$ cat config.mk
export PLATFORM = sky130hd
export DESIGN_NAME = rgb_fade_engine
export DESIGN_NICKNAME = d
export VERILOG_FILES = /design/src/rtl/rgb_fade_engine.sv
export SDC_FILE = /design/constraint.sdc
export NUM_CORES = 1
export LEC_CHECK = 0
export ABC_CLOCK_PERIOD_IN_PS = 7280
export CAP_MARGIN = 20
export CELL_PAD_IN_SITES_DETAIL_PLACEMENT = 0
export CELL_PAD_IN_SITES_GLOBAL_PLACEMENT = 2
export CORE_MARGIN = 2
export CORE_UTILIZATION = 36
export DETAILED_ROUTE_END_ITERATION = 8
export GPL_TIMING_DRIVEN = 0
export MAX_ROUTING_LAYER = met4
export PLACE_DENSITY = 0.84
export SLEW_MARGIN = 25
export SYNTH_ARGS = -nofsm -noshare
export SYNTH_HDL_FRONTEND = slang
export SYNTH_SLANG_ARGS = --single-unit
export TNS_END_PERCENT = 100
$ cat constraint.sdc
create_clock -name clk -period 7.28 [get_ports clk]
set_clock_uncertainty 0.1 [all_clocks]
set_input_delay 1.092 -clock clk [delete_from_list [all_inputs] [get_ports clk]]
set_output_delay 1.092 -clock clk [all_outputs]
set_load 0.01 [all_outputs]
$ cat src/rtl/rgb_fade_engine.sv
// Colour-fade sequencer: ramps three 8-bit LED channels one LSB per step toward a
// commanded target colour. It pulses done when the target is reached.
module rgb_fade_engine #(
    parameter int TICK_DIV = 12000
) (
    input  logic       clk,
    input  logic       rst,
    input  logic       cmd_valid,
    output logic       cmd_ready,
    input  logic [7:0] cmd_r,
    input  logic [7:0] cmd_g,
    input  logic [7:0] cmd_b,
    input  logic [7:0] cmd_rate,
    input  logic       cmd_abort,
    output logic [7:0] led_r,
    output logic [7:0] led_g,
    output logic [7:0] led_b,
    output logic       busy,
    output logic       done
);

    localparam int PW = (TICK_DIV > 1) ? $clog2(TICK_DIV) : 1;
    localparam logic [PW-1:0] PRESC_LAST = PW'(TICK_DIV - 1);
    localparam logic [PW-1:0] PRESC_ONE  = PW'(1);

    typedef enum logic {
        IDLE = 1'b0,
        FADE = 1'b1
    } state_t;

    // Handshake: a command transfers on a rising edge where cmd_valid and cmd_ready
    // are both high. cmd_ready is high only in IDLE, and it is low through reset.
    state_t        state_q;
    logic [PW-1:0] presc_q;
    logic [7:0]    tick_cnt_q;
    logic [7:0]    rate_q;
    logic [7:0]    tgt_r_q, tgt_g_q, tgt_b_q;
    logic [7:0]    led_r_q, led_g_q, led_b_q;
    logic          busy_q, done_q, ready_q;

    logic          tick_d, step_d, arrived_d, cmd_match_d;
    logic [7:0]    led_r_d, led_g_d, led_b_d;

    function automatic logic [7:0] step_toward(input logic [7:0] cur, input logic [7:0] tgt);
        logic [7:0] nxt;
        nxt = cur;
        if (cur < tgt) nxt = cur + 8'd1;
        else if (cur > tgt) nxt = cur - 8'd1;
        return nxt;
    endfunction

    always_comb begin
        tick_d      = (presc_q == PRESC_LAST);
        step_d      = tick_d && (tick_cnt_q == rate_q - 8'd1);
        led_r_d     = step_toward(led_r_q, tgt_r_q);
        led_g_d     = step_toward(led_g_q, tgt_g_q);
        led_b_d     = step_toward(led_b_q, tgt_b_q);
        arrived_d   = (led_r_d == tgt_r_q) && (led_g_d == tgt_g_q) && (led_b_d == tgt_b_q);
        cmd_match_d = (cmd_r == led_r_q) && (cmd_g == led_g_q) && (cmd_b == led_b_q);
    end

    always_ff @(posedge clk) begin
        if (rst) begin
            state_q    <= IDLE;
            presc_q    <= '0;
            tick_cnt_q <= '0;
            rate_q     <= '0;
            tgt_r_q    <= '0;
            tgt_g_q    <= '0;
            tgt_b_q    <= '0;
            led_r_q    <= '0;
            led_g_q    <= '0;
            led_b_q    <= '0;
            busy_q     <= 1'b0;
            done_q     <= 1'b0;
            ready_q    <= 1'b0;
        end else begin
            done_q <= 1'b0;
            case (state_q)
                IDLE: begin
                    ready_q <= 1'b1;
                    if (cmd_valid && ready_q) begin
                        tgt_r_q <= cmd_r;
                        tgt_g_q <= cmd_g;
                        tgt_b_q <= cmd_b;
                        rate_q  <= cmd_rate;
                        if (cmd_rate == 8'd0) begin
                            led_r_q <= cmd_r;
                            led_g_q <= cmd_g;
                            led_b_q <= cmd_b;
                            done_q  <= 1'b1;
                        end else if (cmd_match_d) begin
                            done_q <= 1'b1;
                        end else begin
                            state_q    <= FADE;
                            busy_q     <= 1'b1;
                            ready_q    <= 1'b0;
                            presc_q    <= '0;
                            tick_cnt_q <= '0;
                        end
                    end
                end
                FADE: begin
                    // Abort takes priority over a step landing on the same edge.
                    if (cmd_abort) begin
                        state_q <= IDLE;
                        busy_q  <= 1'b0;
                        ready_q <= 1'b1;
                    end else begin
                        presc_q <= tick_d ? '0 : presc_q + PRESC_ONE;
                        if (step_d) begin
                            tick_cnt_q <= '0;
                            led_r_q    <= led_r_d;
                            led_g_q    <= led_g_d;
                            led_b_q    <= led_b_d;
                            if (arrived_d) begin
                                state_q <= IDLE;
                                busy_q  <= 1'b0;
                                ready_q <= 1'b1;
                                done_q  <= 1'b1;
                            end
                        end else if (tick_d) begin
                            tick_cnt_q <= tick_cnt_q + 8'd1;
                        end
                    end
                end
                default: state_q <= IDLE;
            endcase
        end
    end

    assign cmd_ready = ready_q;
    assign led_r     = led_r_q;
    assign led_g     = led_g_q;
    assign led_b     = led_b_q;
    assign busy      = busy_q;
    assign done      = done_q;

endmodule

==> results of run 1 <==
## area by class of cell
cell class                      count  area [sq um]  share of cell area
Clock inverter                      6          72.6             0.00974
Tap cell                          225           282              0.0378
Inverter                           36           135              0.0181
Multi-Input combinational cell    679          4250               0.570
Buffer                             53           211              0.0284
Clock buffer                       10           239              0.0321
Timing Repair Buffer               62           621              0.0833
Sequential cell                    82          1640               0.220
## power breakdown
part / internal [mW] / total [mW] / switching (mW)
combinational: 0.129 / 0.345 / 0.216
clock: 0.279 / 0.493 / 0.214
sequential: 0.459 / 0.471 / 0.0117
total: 0.868 / 1.31 / 0.442
## registers in the layout, indices dropped and copies added (netlist names), 8 cells and up
| signal | count |
|---|---|
| tgt_b_q | 8 |
| tick_cnt_q | 8 |
| led_r | 8 |
| led_b | 8 |
| tgt_g_q | 8 |
| tgt_r_q | 8 |
| rate_q | 8 |
| led_g | 8 |
| presc_q | 14 |
## per-layer routing
| metal | wire length (um) | track usage | up-vias |
|---|---|---|---|
| met5 | 0 | - | - |
| met4 | 653 | 0.0874 | 0 |
| met3 | 1220 | 0.0367 | 43 |
| met2 | 10600 | 0.407 | 202 |
| met1 | 10800 | 0.355 | 3072 |
| li1 | - | - | 3131 |
## path summary, 6_finish.rpt
kind	from	cells past startpoint	slack (ns)	to
setup / recovery	led_g[0]	14	2.75	done
hold / removal	tgt_b_q[3]	2	0.37	tgt_b_q[3]
setup reg to reg	led_g[0]	14	2.75	done
hold reg to reg	tgt_b_q[3]	2	0.37	tgt_b_q[3]
## kinds of logic (layout without fill, tap and decap cells)
family | count (synthesis) | after routing | synth area share
buffers and inverters | 89 | 167 | 0.0556
AO/OA/AOI/OAI | 217 | 217 | 0.221
multiplexers | 15 | 15 | 0.0247
adder cells (fa/ha/maj) | 33 | 33 | 0.0662
AND/OR/NAND/NOR | 333 | 333 | 0.256
flip-flops | 82 | 82 | 0.263
XOR/XNOR | 81 | 81 | 0.114
## cells in the mapped netlist (all sizes together), types with 3 or more instances
| cell | number |
|---|---|
| o211ai | 7 |
| nor3 | 33 |
| xnor2 | 43 |
| dfxtp | 82 |
| a2111oi | 4 |
| a31oi | 10 |
| nand3 | 25 |
| buf | 3 |
| mux2i | 12 |
| a2bb2oi | 4 |
| nor2b | 14 |
| nand2 | 100 |
| o21ai | 29 |
| nand2b | 4 |
| nand4 | 17 |
| a211oi | 4 |
| a41oi | 3 |
| inv | 36 |
| clkbuf | 50 |
| ha | 33 |
| o31ai | 5 |
| a21oi | 97 |
| or2 | 7 |
| or4 | 3 |
| and3 | 12 |
| nor2 | 91 |
| mux2 | 3 |
| or3 | 3 |
| nor4 | 10 |
| xor2 | 38 |
| nand3b | 3 |
| o22ai | 8 |
| o21a | 5 |
| a21o | 15 |
## through the flow
stage,utilization,instances,instance area (sq um),setup slack [ns],hold slack [ns]
2_1_floorplan,-,850,6240,3.75,0.345
3_3_place_gp,0.417,1137,7140,2.78,0.354
3_5_place_dp,0.417,1137,7140,2.73,0.358
4_1_cts,0.435,1153,7450,2.89,0.367
5_1_grt,0.435,1153,7450,2.43,0.387
6_report,0.435,1153,7450,2.75,0.367
## worst max-delay path, cell delays in order, from the launching register on
cell and delay, ns:
dfxtp_1 0.36, clkbuf_1 0.45, inv_1 0.19, ha_1 0.33, nand4_1 0.14, or2_0 0.12, clkbuf_1 0.27, nand2_1 0.11
a2111oi_2 0.57, a2111oi_0 0.20, a2111oi_0 0.46, nand4_1 0.17, nor4_2 0.66, nand2_1 0.12, a21oi_1 0.20
==> out/results.ini, run 1 <==
[timing]
clock.fmax_mhz=221
rsz0062_at_grt=no
fin_crit_sh=0.622
hold_viol_final=0
fin_setup_tns_ns=0
slew_headroom=0.365
setup_viol=0
slew_violations=0
period_needed_ns=4.53
tightest_slew_ns=0.953

[worst_setup_path]
crit_path_max_fanout=10
startpoint_type=flop
cp-end-kind=flop
crit_arrival_ns=4.70
worstPathRequired_ns=7.45
crit_type=reg2reg

[floorplan]
rows=48
dieArea_sq_um=18400
initial_utilization=0.364
die_height_um=136
die_w_um=136
io_pins=63
core_sq_um=17100

[synthesis]
ys_ff_latch=82
synth_area_sq_um=6240
synth_edf_count=0
syn_avg_cell_area_sq_um=7.34
synthArstFlopShare=0
netlist_instances=850
yosysTopAreaCell=dfxtp_1
ys_seq_area_frac=0.263
synth_top_area_frac=0.263
synth_cell_types=74
syn_nets=919
ys_warn_count=0
synthFlopType=dfxtp_1
ys_top_cells_by_area=dfxtp_1, a21oi_1, ha_1, xnor2_1, nand2_1

[worst_hold_path]
min_path_type=reg2reg

[layout]
drive_gt1_frac=0.0442
fillerInstances=1803
layout_common_cells=nand2_1, a21oi_1, nor2_1, dfxtp_1, clkdlybuf4s50_1
layout_commonest_cell=nand2_1
nets=992
area_growth_pct=19.5
n_antenna_cell=0

[placement]
port_buffers=62
place_congestion=0.958
dp_hpwl_um=17800

[clocking]
cts_tree=yes
cts_buffers=9
numClockSinks=82
postCtsSetupRepairBufs=0
ctsHoldBuffers=0
cts_root_buf=clkbuf_16
clkLatencyLatePin_ns=0.35
cts.path.max_buffers=2
cts_max_level=3
cts-resized-gates=0
cts.clk_slew.worst_paths_ns=0.07

[grt]
antenna_found_initial=0
grt.total_usage=0.263
grt_max_degree=16
grt_pass1_vias=6001
grt_pass1_wl_um=35500
overflow=0

[power_and_ir_drop]
p_per_area_nw_per_um2=176
ir_drop_mv=0.108
power_mw=1.31
p_leak_nw=2.64

[routing]
firstDrtPassIters=5
drc_errors=0
via_count=6448
routed_wl_um=23300
wl_per_cell_um=20.2
drt_iter0_drc=452
via_per_inst=5.59
ant_nets=0

[job]
cap_violations=0

[outcome]
status=complete, no violations

Power figures use the tool's default switching activity.
==> run 2: changes to the inputs <==
ABC_CLOCK_PERIOD_IN_PS = 4700   (was 7280)
CORE_UTILIZATION = 33   (was 36)
PLACE_DENSITY = 0.78   (was 0.84)
clock period = 4.7 ns   (was 7.28 ns; I/O delays follow)
==> out/results.ini, run 2 (synthesis results as in run 1) <==
[worst_setup_path]
cp-end-kind=flop  ; unchanged
critPathCapture=busy  ; was done
crit_type=reg2reg  ; unchanged
crit_arrival_ns=4.31  ; was 4.70 ns
timing.rr.start=led_g[0]  ; unchanged
startpoint_type=flop  ; unchanged
cpMaxStageDelayCell=a2111oi_2  ; was nor4_2
crit_path_max_fanout=10  ; unchanged
r2r_slack_ns=0.49  ; was 2.75 ns
critical_path_buf_inv_count=3  ; unchanged
rr_worst_depth=14  ; unchanged
cp.depth=14  ; unchanged
path_cells=clkbuf_2, inv_1, ha_1, nand4_1, or2_0, clkbuf_1, nand2_1, a2111oi_2, a2111oi_0, a2111oi_0, nand4_1, nor4_2, o21a_1, nor3_1  ; was clkbuf_1, inv_1, ha_1, nand4_1, or2_0, clkbuf_1, nand2_1, a2111oi_2, a2111oi_0, a2111oi_0, nand4_1, nor4_2, nand2_1, a21oi_1
crit_start=led_g[0]  ; unchanged
worstPathRequired_ns=4.81  ; was 7.45 ns
critical-path-max-stage-delay_ns=0.57  ; was 0.66 ns
r2r-end=busy  ; was done
crit_family=compound AO/OA/AOI/OAI gates  ; unchanged

[layout]
top_register=presc_q  ; unchanged
largest_register_ffs=14  ; unchanged
layout_commonest_cell=nand2_1  ; unchanged
multi_input_area_sq_um=4250  ; unchanged
fillerInstances=2049  ; was 1,803
nets=992  ; unchanged
ff_latch_area_sq_um=1640  ; unchanged
drive_gt1_frac=0.0442  ; unchanged
layout_common_cells=nand2_1, a21oi_1, nor2_1, dfxtp_1, clkdlybuf4s50_1  ; unchanged
n_antenna_cell=0  ; unchanged
area_growth_pct=19.9  ; was 19.5%

[outcome]
status=complete, no violations  ; unchanged

[timing]
slew_headroom=0.356  ; was 0.365
setup_viol=0  ; unchanged
fin_setup_tns_ns=0  ; unchanged
period_needed_ns=4.21  ; was 4.53 ns
fin_crit_sh=0.895  ; was 0.622
tightest_slew_ns=0.965  ; was 0.953 ns
rsz0062_at_grt=no  ; unchanged
clock.fmax_mhz=238  ; was 221 MHz
hold_viol_final=0  ; unchanged
slew_violations=0  ; unchanged

[power_and_ir_drop]
p_int_mw=1.40  ; was 868 uW
p_switching_uw=670  ; was 442 uW
p_leak_nw=2.65  ; was 2.64 nW
p_sw_frac=0.324  ; was 0.337
clkPwrFrac=0.389  ; was 0.377
comb_power_share=0.258  ; was 0.264
power_mw=2.07  ; was 1.31 mW
p_per_area_nw_per_um2=276  ; was 176 nW/um^2
ir_drop_mv=0.169  ; was 0.108 mV
seqPwrFrac=0.353  ; was 0.359

[routing]
drt_iter0_drc=466  ; was 452
drc_errors=0  ; unchanged
firstDrtPassIters=7  ; was 5
via_count=6319  ; was 6,448
via_per_inst=5.44  ; was 5.59
wl_per_cell_um=19.8  ; was 20.2 um
routed_wl_um=23000  ; was 23,300 um
ant_nets=0  ; unchanged

[clocking]
numClockSinks=82  ; unchanged
cts_buffers=9  ; unchanged
cts_root_buf=clkbuf_16  ; unchanged
cts_max_level=3  ; unchanged
cts_tree=yes  ; unchanged
cts.path.max_buffers=2  ; unchanged
clkLatencyLatePin_ns=0.36  ; was 0.35 ns
ctsHoldBuffers=0  ; unchanged
cts.clk_slew.worst_paths_ns=0.07  ; about the same

[grt]
overflow=0  ; unchanged
grt_pass1_wl_um=35000  ; was 35,500 um
grt.total_usage=0.238  ; was 0.263
grt_max_degree=15  ; was 16
antenna_found_initial=0  ; unchanged
grt_pass1_vias=6017  ; was 6,001

[floorplan]
die_w_um=141  ; was 136 um
die_height_um=141  ; was 136 um
initial_utilization=0.335  ; was 0.364
core_sq_um=18600  ; was 17,100 sq um
dieArea_sq_um=20000  ; was 18,400 sq um
io_pins=63  ; unchanged
rows=50  ; was 48

[worst_hold_path]
worstHoldPathCells=2  ; unchanged
min_path_type=reg2reg  ; unchanged

[placement]
place_congestion=0.920  ; was 0.958
port_buffers=62  ; unchanged
dp_hpwl_um=17300  ; was 17,800 um

[job]
cap_violations=0  ; unchanged

[run 2: area by class of cell]
type | instances | area share
Tap cell | 234 | 0.0391
Timing Repair Buffer | 62 | 0.0830
Clock inverter | 5 | 0.0114
Sequential cell | 82 | 0.219
Clock buffer | 11 | 0.0325
Multi-Input combinational cell | 679 | 0.568
Inverter | 36 | 0.0181
Buffer | 53 | 0.0284
[run 2: worst reg2reg max path, cell delays in order (launching register included)]
cell and delay, ns:
dfxtp_1 0.37, clkbuf_2 0.26, inv_1 0.12, ha_1 0.31, nand4_1 0.17, or2_0 0.13
clkbuf_1 0.27, nand2_1 0.12, a2111oi_2 0.57, a2111oi_0 0.22, a2111oi_0 0.45, nand4_1 0.17
nor4_2 0.57, o21a_1 0.18, nor3_1 0.04
[run 2: how the worst min path moves through the flow]
stage,endpoint,start,slack (ns)
6_report,tgt_b_q[3],tgt_b_q[3],0.38
5_1_grt,tgt_b_q[1],tgt_b_q[1],0.40
4_1_cts,tgt_b_q[3],tgt_b_q[3],0.37
3_5_place_dp,tgt_b_q[3],tgt_b_q[3],0.36
3_3_place_gp,tgt_b_q[3],tgt_b_q[3],0.36
2_1_floorplan,tgt_b_q[3],tgt_b_q[3],0.34
[run 2: what timing repair did]
action                     4_1_cts  5_1_grt
setup endpoints to repair        0        4
setup buffers                    0        0
gates resized for setup          0        2
[run 2: layer usage]
layer  share of wire  GRT usage
met1            0.46      0.309
met2            0.47      0.380
met3           0.049     0.0459
met4           0.020     0.0632
met5               0          -
[run 2: power groups by stage]
| stage | Combinational [mW] | Clock, mW | Sequential (mW) |
|---|---|---|---|
| 2_1_floorplan | 0.348 | 0 | 0.740 |
| 3_3_place_gp | 0.529 | 0 | 0.746 |
| 3_5_place_dp | 0.523 | 0 | 0.746 |
| 4_1_cts | 0.527 | 0.824 | 0.730 |
| 5_1_grt | 0.576 | 0.850 | 0.732 |
| 6_report | 0.533 | 0.803 | 0.730 |
[run 2: through the flow]
stage,util,setup slack [ns],cell area (sq um),hold slack [ns],instances
6_report,0.401,0.491,7480,0.376,1162
4_1_cts,0.401,0.318,7480,0.373,1162
3_3_place_gp,0.384,0.273,7150,0.364,1146
5_1_grt,0.401,0.201,7480,0.398,1162
3_5_place_dp,0.384,0.358,7150,0.364,1146
2_1_floorplan,-,1.17,6240,0.345,850
==> run 3: changes to the inputs <==
REMOVE_ABC_BUFFERS = 1   (was default)
==> out/results.ini, run 3 (synthesis results as in run 1) <==
[worst_setup_path]
cpMaxStageDelayCell=dfxtp_1  ; was a2111oi_2
r2r-end=state_q  ; was busy
crit_type=reg2reg  ; unchanged
critical_path_buf_inv_count=0  ; was 3
startpoint_type=flop  ; unchanged
cp-end-kind=flop  ; unchanged
rr_worst_depth=11  ; was 14
crit_path_max_fanout=11  ; was 10
r2r_slack_ns=0.52  ; was 0.49 ns
crit_arrival_ns=4.33  ; was 4.31 ns
path_cells=ha_1, nor2b_1, o211ai_1, a21oi_2, nor2_1, mux2_2, a211o_1, or4b_1, nor4_4, nor2_1, o21ba_1  ; was clkbuf_2, inv_1, ha_1, nand4_1, or2_0, clkbuf_1, nand2_1, a2111oi_2, a2111oi_0, a2111oi_0, nand4_1, nor4_2, o21a_1, nor3_1
crit_family=simple AND/OR/NAND/NOR gates  ; was compound AO/OA/AOI/OAI gates
cpMostUsedCell=nor2_1
timing.rr.start=led_b[1]  ; was led_g[0]
worstPathRequired_ns=4.85  ; was 4.81 ns
critical-path-max-stage-delay_ns=0.68  ; was 0.57 ns

[routing]
via_per_inst=5.49  ; was 5.44
firstDrtPassIters=5  ; was 7
drc_errors=0  ; unchanged
via_count=6120  ; was 6,319
wl_per_cell_um=18.3  ; was 19.8 um
drt_iter0_drc=393  ; was 466
ant_nets=0  ; unchanged
routed_wl_um=20500  ; was 23,000 um

[power_and_ir_drop]
ir_drop_mv=0.178  ; was 0.169 mV
seqPwrFrac=0.362  ; was 0.353
p_sw_frac=0.334  ; was 0.324
comb_power_share=0.258  ; about the same
p_leak_nw=2.65  ; about the same
clkPwrFrac=0.381  ; was 0.389
p_int_mw=1.35  ; was 1.40 mW
p_switching_uw=675  ; was 670 uW
p_per_area_nw_per_um2=272  ; was 276 nW/um^2

[timing]
period_needed_ns=4.18  ; was 4.21 ns
hold_viol_final=0  ; unchanged
fin_hold_ws_ns=0.382  ; was 0.376 ns
slew_headroom=0.426  ; was 0.356
fin_crit_sh=0.890  ; was 0.895
setup_viol=0  ; unchanged
clock.fmax_mhz=239  ; was 238 MHz
tightest_slew_ns=0.849  ; was 0.965 ns
slew_violations=0  ; unchanged
rsz0062_at_grt=no  ; unchanged

[layout]
largest_register_ffs=14  ; unchanged
drive_gt1_frac=0.0568  ; was 0.0442
layout_common_cells=nand2_1, a21oi_1, nor2_1, dfxtp_1, clkdlybuf4s50_1  ; unchanged
fillerInstances=1926  ; was 2,049
area_growth_pct=19.0  ; was 19.9%
fin_cells=1115  ; was 1,162
n_antenna_cell=0  ; unchanged
nets=945  ; was 992
top_register=presc_q  ; unchanged
layout_commonest_cell=nand2_1  ; unchanged

[clocking]
cts_root_buf=clkbuf_16  ; unchanged
cts.path.max_buffers=2  ; unchanged
cts.clk_slew.worst_paths_ns=0.07  ; about the same
cts_buffers=9  ; unchanged
cts_tree=yes  ; unchanged
ctsHoldBuffers=0  ; unchanged
numClockSinks=82  ; unchanged
clkLatencyLatePin_ns=0.35  ; was 0.36 ns
cts_max_level=3  ; unchanged

[outcome]
status=complete, no violations  ; unchanged

[floorplan]
die_w_um=141  ; unchanged
io_pins=63  ; unchanged
rows=50  ; unchanged
initial_utilization=0.335  ; unchanged
die_height_um=141  ; unchanged
dieArea_sq_um=20000  ; unchanged
core_sq_um=18600  ; unchanged

[placement]
port_buffers=62  ; unchanged
dp_hpwl_um=15100  ; was 17,300 um
dp.cells=1099  ; was 1,146
place_congestion=0.885  ; was 0.920

[grt]
grt_max_degree=40  ; was 15
overflow=0  ; unchanged
antenna_found_initial=0  ; unchanged
grt_pass1_vias=5939  ; was 6,017
grt.total_usage=0.214  ; was 0.238
grt_pass1_wl_um=32700  ; was 35,000 um

[worst_hold_path]
hold_start=rate_q[7]  ; was tgt_b_q[3]
min_path_type=reg2reg  ; unchanged
worstHoldPathCells=2  ; unchanged
min_to=rate_q[7]  ; was tgt_b_q[3]

[job]
cap_violations=0  ; unchanged

[run 3: power by group through the flow]
stage	logic, mW	clock network [mW]	registers (mW)
after floorplan	0.330	0	0.744
after global placement	0.500	0	0.751
after detailed placement	0.516	0	0.747
after CTS	0.518	0.793	0.730
after global routing	0.573	0.812	0.733
final	0.521	0.769	0.731
[run 3: worst max path at each step]
| stage | start | endpoint | cells after the start |
|---|---|---|---|
| 3_3_place_gp | state_q | led_r[1] | 5 |
| 6_report | led_b[1] | state_q | 11 |
| 4_1_cts | led_g[0] | done | 12 |
| 2_1_floorplan | state_q | led_r[1] | 5 |
| 5_1_grt | led_g[0] | done | 12 |
| 3_5_place_dp | led_g[0] | state_q | 12 |
[run 3: layout make-up]
class                           count  area, sq um  share of cell area
Tap cell                          234          293              0.0395
Timing Repair Buffer               68          761               0.103
Multi-Input combinational cell    679         4280               0.576
Clock inverter                      6         73.8             0.00995
Clock buffer                       10          239              0.0322
Sequential cell                    82         1640               0.221
Inverter                           36          135              0.0182
[run 3: per-stage QoR]
stage	util	worst slack, ns	cell area, sq um	TNS [ns]	power [mW]
2_1_floorplan	-	0.0970	6030	0	1.07
3_3_place_gp	0.372	-3.38	6940	-115.29	1.25
3_5_place_dp	0.381	0.403	7100	0	1.26
4_1_cts	0.398	0.387	7410	0	2.04
5_1_grt	0.398	0.110	7420	0	2.12
6_report	0.398	0.519	7420	0	2.02
[run 3: what timing repair did]
item	in CTS	in global routing
setup buffers	0	0
setup endpoints to repair	0	2
gates resized for setup	0	1
[run 3: worst register-to-register path, stage by stage (launching register included)]
cell and delay (ns):
dfxtp_1 0.68, ha_1 0.35, nor2b_1 0.13, o211ai_1 0.18
a21oi_2 0.13, nor2_1 0.52, mux2_2 0.43, a211o_1 0.30
or4b_1 0.53, nor4_4 0.47, nor2_1 0.08, o21ba_1 0.17
[run 3: routing by layer]
layer | routed length (um) | vias up | GRT usage
li1 | - | 3049 | -
met1 | 9880 | 2936 | 0.284
met2 | 9430 | 120 | 0.342
met3 | 841 | 15 | 0.0321
met4 | 315 | 0 | 0.0584
met5 | 0 | - | -
